===== config.mk =====
export PLATFORM = sky130hd
export DESIGN_NAME = sd_fifo_wr_arb
export DESIGN_NICKNAME = d
export VERILOG_FILES = /design/src/rtl/sd_fifo_wr_arb.sv
export SDC_FILE = /design/constraint.sdc
export NUM_CORES = 1
export LEC_CHECK = 0
export BUFFER_PORTS_ARGS = -buffer_cell sky130_fd_sc_hd__buf_2
export CORE_MARGIN = 10
export CORE_UTILIZATION = 52
export CTS_CLUSTER_DIAMETER = 100
export DETAILED_ROUTE_END_ITERATION = 6
export GPL_TIMING_DRIVEN = 0
export PLACE_DENSITY = 0.95
export REMOVE_ABC_BUFFERS = 1
export SETUP_SLACK_MARGIN = 0.2
export SYNTH_ARGS = -nofsm -noshare
export SYNTH_HDL_FRONTEND = slang
export SYNTH_SLANG_ARGS = --single-unit

===== constraint.sdc =====
create_clock -name clk_s -period 5.05 [get_ports clk_s]
set_input_delay 0.2525 -clock clk_s [delete_from_list [all_inputs] [get_ports clk_s]]
set_output_delay 0.2525 -clock clk_s [all_outputs]
set_load 0.1 [all_outputs]

===== src/rtl/sd_fifo_wr_arb.sv =====
// -----------------------------------------------------------------------------
// sd_fifo_wr_arb
//
// Packet-aware round-robin arbiter sharing the single write port of one
// sd_sync_fifo between N requesters. Arbitration only happens at packet
// boundaries. A granted requester keeps the FIFO write port until its last
// beat is accepted, or until its packet is cut short at MAX_PKT beats.
//
// Handshake: every port pair (req_valid[i]/req_ready[i], m_valid/m_ready)
// follows strict valid/ready semantics. A beat transfers on a rising clk_s
// edge where valid and ready are both high. A source that raised valid keeps
// valid, data and last stable until that transfer. Ready may depend
// combinationally on the other side, but valid never depends on ready.
//
// Ports
//   clk_s      in   1        clock; all logic is in this domain
//   rstn       in   1        synchronous active-low reset
//   req_valid  in   N        per-requester beat valid
//   req_data   in   N*WIDTH  per-requester data, requester i at [i*WIDTH +: WIDTH]
//   req_last   in   N        per-requester last-beat-of-packet flag
//   req_ready  out  N        per-requester accept, at most one bit high
//   m_valid    out  1        beat valid toward the FIFO (s_valid)
//   m_data     out  WIDTH    beat data (s_data)
//   m_id       out  IDW      id of the granted requester
//   m_last     out  1        end of packet, real or forced
//   m_ready    in   1        FIFO s_ready (~is_full)
//   busy       out  1        a grant is held
//   err_trunc  out  1        one-cycle pulse: a packet was forcibly truncated
//   err_id     out  IDW      id of the truncated requester, valid with err_trunc
//   dbg_state  out  1        current FSM state (0 = IDLE, 1 = LOCK)
// -----------------------------------------------------------------------------
module sd_fifo_wr_arb #(
    parameter int N       = 4,
    parameter int WIDTH   = 8,
    parameter int MAX_PKT = 16,
    parameter int IDW     = $clog2(N)
) (
    input  logic               clk_s,
    input  logic               rstn,
    input  logic [N-1:0]       req_valid,
    input  logic [N*WIDTH-1:0] req_data,
    input  logic [N-1:0]       req_last,
    output logic [N-1:0]       req_ready,
    output logic               m_valid,
    output logic [WIDTH-1:0]   m_data,
    output logic [IDW-1:0]     m_id,
    output logic               m_last,
    input  logic               m_ready,
    output logic               busy,
    output logic               err_trunc,
    output logic [IDW-1:0]     err_id,
    output logic               dbg_state
);

    localparam int CW = $clog2(MAX_PKT + 1);

    localparam logic ST_IDLE = 1'b0;
    localparam logic ST_LOCK = 1'b1;

    localparam logic [CW-1:0]  FORCE_CNT = CW'(MAX_PKT - 1);
    localparam logic [IDW-1:0] LAST_ID   = IDW'(N - 1);
    localparam logic [N-1:0]   ONE_HOT0  = {{(N-1){1'b0}}, 1'b1};

    // -------------------------------------------------------------------------
    // State
    // -------------------------------------------------------------------------
    logic           state;
    logic [IDW-1:0] grant;
    logic [IDW-1:0] rr_ptr;
    logic [CW-1:0]  beat_cnt;

    // -------------------------------------------------------------------------
    // Round-robin pick: first requester with its bit set in vld, scanning
    // start, start+1, ... with wrap-around at N-1. The index is wrapped
    // explicitly so non-power-of-two N never scans a non-existent requester.
    // Returns {found, index}.
    // -------------------------------------------------------------------------
    function automatic logic [IDW:0] pick(input logic [N-1:0]   vld,
                                          input logic [IDW-1:0] start);
        logic [IDW:0]   res;
        logic [IDW-1:0] cur;
        res = '0;
        cur = start;
        for (int k = 0; k < N; k++) begin
            if (!res[IDW] && vld[cur]) begin
                res = {1'b1, cur};
            end
            cur = (cur == LAST_ID) ? '0 : cur + 1'b1;
        end
        return res;
    endfunction

    // -------------------------------------------------------------------------
    // Combinational datapath and decisions
    // -------------------------------------------------------------------------
    logic [WIDTH-1:0] data_arr [N];
    logic             is_lock;
    logic             force_last;
    logic             acc;
    logic [IDW-1:0]   grant_inc;
    logic [N-1:0]     other_valid;
    logic             idle_found;
    logic [IDW-1:0]   idle_pick;
    logic             next_found;
    logic [IDW-1:0]   next_pick;

    always_comb begin
        for (int i = 0; i < N; i++) begin
            data_arr[i] = req_data[i*WIDTH +: WIDTH];
        end
    end

    always_comb begin
        is_lock    = (state == ST_LOCK);
        force_last = is_lock && (beat_cnt == FORCE_CNT);
        grant_inc  = (grant == LAST_ID) ? '0 : grant + 1'b1;

        // Pass-through toward the FIFO; everything is quiet outside LOCK.
        m_valid   = is_lock & req_valid[grant];
        m_data    = is_lock ? data_arr[grant] : '0;
        m_id      = is_lock ? grant : '0;
        m_last    = is_lock & (req_last[grant] | force_last);
        req_ready = (is_lock && m_ready) ? (ONE_HOT0 << grant) : '0;

        acc = m_valid & m_ready;

        // The owner of the finishing packet is masked out of the
        // back-to-back pick, so it always yields for at least one cycle.
        other_valid = req_valid & ~(ONE_HOT0 << grant);

        {idle_found, idle_pick} = pick(req_valid, rr_ptr);
        {next_found, next_pick} = pick(other_valid, grant_inc);
    end

    assign busy      = is_lock;
    assign dbg_state = state;

    // -------------------------------------------------------------------------
    // FSM and counters
    // -------------------------------------------------------------------------
    always_ff @(posedge clk_s) begin
        if (!rstn) begin
            state     <= ST_IDLE;
            grant     <= '0;
            rr_ptr    <= '0;
            beat_cnt  <= '0;
            err_trunc <= 1'b0;
            err_id    <= '0;
        end else begin
            err_trunc <= 1'b0;
            case (state)
                ST_IDLE: begin
                    if (idle_found) begin
                        grant <= idle_pick;
                        state <= ST_LOCK;
                    end
                end
                ST_LOCK: begin
                    // The grant only moves at an accepted end of packet;
                    // valid drops or new requests never disturb it.
                    if (acc) begin
                        if (m_last) begin
                            beat_cnt <= '0;
                            rr_ptr   <= grant_inc;
                            if (force_last && !req_last[grant]) begin
                                err_trunc <= 1'b1;
                                err_id    <= grant;
                            end
                            if (next_found) begin
                                grant <= next_pick;
                            end else begin
                                state <= ST_IDLE;
                            end
                        end else begin
                            beat_cnt <= beat_cnt + 1'b1;
                        end
                    end
                end
                default: state <= ST_IDLE;
            endcase
        end
    end

endmodule


Word-level counts from Yosys, hierarchy flattened
Cells that the tools add are included.
{ "word_totals": {"regBits": 13, "inputBits": 43, "out_inout_bits": 21, "word_cells": 119} }
{ "classes": {"n_addsub": 8, "order_cmp": 10, "n_eq_ne": 12, "shift": 1, "mux": 53, "bitwise": 8, "reduce_logical": 21} }
{ "op_table": {"columns": ["operator", "n"], "rows": [
  ["$lt 2x3->1 const B", 9],
  ["$mux 2", 12],
  ["$mux 3", 8],
  ["$mux 8", 3],
  ["$bmux 1 s2", 10],
  ["$bmux 8 s2", 1],
  ["$mux 1", 15],
  ["$add 2x1->2 const B", 7],
  ["$eq 2x2->1 const B", 7],
  ["$reduce_and 4->1", 3],
  ["$logic_and 1x1->1", 9],
  ["$logic_not 1->1", 7],
  ["$add 5x1->5 const B", 1],
  ["$eq 5x4->1 const B", 1],
  ["$mux 5", 1],
  ["$and 4x4->4", 1],
  ["$mux 4", 1],
  ["$ne 2x1->1 const B", 2],
  ["$ne 2x2->1 const B", 2],
  ["$not 4->4", 1],
  ["$pmux 2 s2", 1],
  ["$shl 1x2->4 const A", 1],
  ["$and 1x1->1", 3],
  ["$ge 3x3->1 const B", 1],
  ["other kinds (6)", 6]
]} }

Longest topological paths before layout
{ "logic_depth": {"ltp_word": 19, "ltp_mapped": 10, "mapped_depth_nobuf": 8} }

Least setup slack after synthesis
No wires, ideal clock.
{ "synth_path": {"kind": "register to output", "from": "register state (netlist: busy)", "to": "output port m_data[0]", "arrival_ns": 2.346, "t_required_ns": 4.798, "setup_slack_ns": 2.452, "path_stages_with_launch": 4, "n_path_buf": 2, "path_cell_list": "dfxtp_1 > clkbuf_1 > clkbuf_1 > and2_1"} }
{ "synth_via": {"elab_chain_len": 1} }
{ "synth_lines": {"columns": ["item", "line", "rtl"], "rows": [
  ["start: declaration", "67", "logic state;"],
  ["start signal: assignment", "143", "state <= ST_IDLE;"],
  ["start signal: assignment", "155", "state <= ST_LOCK;"],
  ["start signal: assignment", "172", "state <= ST_IDLE;"],
  ["$mux 8", "120", "m_data = is_lock ? data_arr[grant] : '0;"],
  ["end: declaration", "45", "output logic [WIDTH-1:0] m_data,"]
]} }
No other way between the ends.

Worst setup path in the final report
{ "layout_path": {"from": "register grant[0]", "to": "output port m_last"} }
{ "layout_via": {"elab_chain_len": 4} }
{ "layout_lines": {"columns": ["item", "line", "rtl"], "rows": [
  ["start: declaration", "68", "logic [IDW-1:0] grant;"],
  ["start signal: assignment", "154", "grant <= idle_pick;"],
  ["start signal: assignment", "170", "grant <= next_pick;"],
  ["$bmux 1 s2", "122", "m_last = is_lock & (req_last[grant] | force_last);"],
  ["$mux 1 (not written as such)", "122", null],
  ["$or 1x1->1", "122", null],
  ["$and 1x1->1", "122", null],
  ["end: declaration", "47", "output logic m_last,"]
]} }
No other way between the ends. The select of a mux whose other input is x is not followed.

==> results by group <==
Finish
  • Final Util: 0.658
  • Finished Layout Cells: 264
  • Nets@finish: 284
  • Layout cells sized above 1: 0.361
  • # diodes: 0
  • Area delta synth->final: 19.4%

GRT
  • Grt ovf: 0
  • First-pass GRT wire length: 7040 microns
  • All-Layer GR Usage: 0.153
  • Largest net degree at the start of global routing: 29
  • Number of global-route vias before repair: 1596
  • Initial antenna violation count: 0

Place
  • RD Place Congestion: 0.872
  • Placed Cells: 260
  • Final HPWL DP: 3360 microns
  • Place WS: 2.32 ns
  • PortBufs: 63

Detailed routing
  • First-iteration detailed-routing DRC count: 158
  • Wire per inst: 16.0 microns
  • DRT Pass-1 Iters: 4
  • DRC viols: 0
  • DR vias/cell: 5.97
  • Vias after detailed routing: 1575
  • Final WL: 4240 microns
  • Remaining antenna violation count: 0

Worst setup path
  • Cells on worst reg2reg path: 7
  • CP Launch Type: register
  • Crit path required time: 4.80 ns
  • RR Endpoint: grant[0]$_SDFFE_PN0P_
  • Data arrival, critical path: 2.64 ns
  • Worst R2R Setup Slack: 2.33 ns
  • RR Startpoint: grant[0]$_SDFFE_PN0P_
  • CP Capture Type: output port
  • Critical path peak fanout: 23
  • Kind of critical path: reg -> out

Hold path
  • Worst Hold Path EP: rr_ptr[0]$_SDFFE_PN0P_
  • Min-delay worst type: in -> reg
  • Min-Delay Path Depth: 2
  • Launch point of the worst hold path: rstn

STA
  • Rel. slew slack: 0.317
  • Max Clock Freq: 0.346 GHz
  • Measured slew at the worst slew-check pin: 1.02 ns
  • Setup WS post-layout: 2.16 ns
  • Count of pins over their slew limit: 0
  • Final hold violation count: 0
  • Period utilisation layout: 0.572
  • Setup tns final: 0 ns
  • Final Critical Period: 2.89 ns
  • RSZ-0062 raised after global routing: false
  • Final Setup Violations: 0
  • Skew final: 0.00363 ns

Clock network
  • Skew-Pair Late Insertion Delay: 0.28 ns
  • Resize count post-CTS: 0
  • CTS Sinks: 13
  • CTS H-tree lvls: 1
  • CTS tree: yes
  • Max Buffers Root-to-Sink: 2
  • # Post-CTS Setup Buffers: 0
  • CTS buffer count: 3
  • Clk pin slew, worst setup/hold paths: 0.08 ns
  • Cts hold-fix bufs: 0
  • CTS root buffer: clkbuf_4

Die
  • Die Area: 5560 sq um
  • # IOs: 64
  • Initial Utilization: 0.551
  • Die Width: 74.5 microns
  • Die height: 74.5 microns
  • Row count: 19
  • Core area: 2810 sq um

Logic synthesis
  • Seq/Total Area, Yosys: 0.168
  • Simple-gate share of the synthesized area: 0.301
  • Synth cell count leaders: 17 x and2_1, 13 x dfxtp_1, 12 x o21ai_0
  • Largest family of logic cells by synthesized area: simple AND/OR/NAND/NOR gates
  • Register bit total from synthesis: 13
  • Post-synthesis async set-or-reset flop share: 0
  • Mux share of post-synthesis cell area: 0.202
  • Post-Syn Area per Cell: 8.64 sq um
  • Post-synth top area share: 0.168
  • Ys flop type: dfxtp_1
  • Library cells used by synthesis: 49
  • Synth area leader: dfxtp_1
  • Post-synth EDFFs: 0
  • Syn Inst Count: 179
  • Complex-gate fraction of the synthesized area: 0.197
  • Post-synthesis xor/xnor area fraction: 0.00566
  • Synth Area in Adders: 0.0566
  • Top cells by area, synth: dfxtp_1 17%, mux4_2 15%, and2_1 6.9%, ha_1 5.7%, o21ai_0 3.9%
  • Synth warn: 0
  • Cell area after synthesis: 1550 sq um
  • Most frequent cell after synthesis: and2_1

Power and ir drop
  • Power Density: 252 nW/um^2
  • Leakage power: 0.795 nW
  • Pwr Total: 0.000465 W
  • Maximum VDD drop: 138 uV

Run
  • Max-Cap Viols: 0

Outcome
  • Outcome: finished, final reports clean
==> sequential cells by signal, summed over array words and instances, names as in the netlist <==
signal,cells
rr_ptr,2
grant,2
busy,1
err_trunc,1
err_id,2
beat_cnt,5
==> report_power, final <==
group / switching [W] / total, W / internal (W)
combinational: 0.000180 / 0.000269 / 0.0000894
sequential: 0.0000237 / 0.000130 / 0.000107
clock: 0.0000357 / 0.0000651 / 0.0000294
==> how the worst max path moves through the flow <==
stage | startpoint | to
finish | grant[0]$_SDFFE_PN0P_ | m_last
global placement | grant[0]$_SDFFE_PN0P_ | grant[0]$_SDFFE_PN0P_
global route | grant[0]$_SDFFE_PN0P_ | m_last
floorplan | busy$_SDFF_PN0_ | m_last
CTS | grant[0]$_SDFFE_PN0P_ | m_last
detailed placement | grant[0]$_SDFFE_PN0P_ | grant[0]$_SDFFE_PN0P_
==> final cells by class <==
class,instances,area (sq um)
inverter,7,26.3
clock inverter,1,5.00
fill,242,958
multi-input combinational,146,1180
tap,31,38.8
timing repair buffer,63,315
clock buffer,3,22.5
sequential,13,260
==> kinds of logic after synthesis <==
logic type	count (synthesis)
mux	17
compound gates	44
fa+ha+maj	7
xor+xnor	1
flops	13
simple gates	77
buf+inv	20
==> through the flow <==
stage / area (sq um) / hold WS, ns
floorplan: 1470 / 0.374
CTS: 1850 / 0.330
global route: 1850 / 0.335
detailed placement: 1820 / 0.509
finish: 1850 / 0.333
global placement: 1820 / 0.492
==> layout by cell type (no fill, tap or decap), types with 2 or more instances in the layout <==
master | Yosys | final
a221oi_1 | 2 | 2
mux2i_1 | 5 | 5
buf_2 | 5 | 63
nand3b_1 | 3 | 3
mux4_2 | 10 | 10
nand4_1 | 2 | 2
nor2b_1 | 9 | 9
nor2_1 | 10 | 10
nor4_1 | 2 | 2
nand2_1 | 11 | 11
nor4b_1 | 2 | 2
a21oi_1 | 4 | 4
or2_1 | 2 | 2
o21ai_1 | 6 | 6
o31a_1 | 2 | 2
and3_1 | 7 | 7
o22ai_1 | 3 | 3
o21ai_0 | 12 | 12
dfxtp_1 | 13 | 13
nand2b_1 | 3 | 3
clkbuf_4 | 0 | 3
and2_1 | 17 | 17
o211ai_1 | 2 | 2
o31ai_1 | 2 | 2
a31oi_1 | 3 | 3
ha_1 | 7 | 7
inv_1 | 7 | 7
==> layer usage <==
layer | vias to the layer above | global-route usage | share of wire
met1 | 721 | 0.170 | 0.40
met3 | 4 | 0.0386 | 0.072
li1 | 785 | - | -
met5 | - | 0 | 0
met2 | 65 | 0.289 | 0.52
met4 | 0 | 0.0252 | 0.0068
==> critical path: stages, from the launching register on <==
cell and delay [ns]:
dfxtp_1 1.01, mux4_2 0.67, a21o_1 0.23, and2_1 0.16, buf_2 0.28
Power figures use the tool's default switching activity.
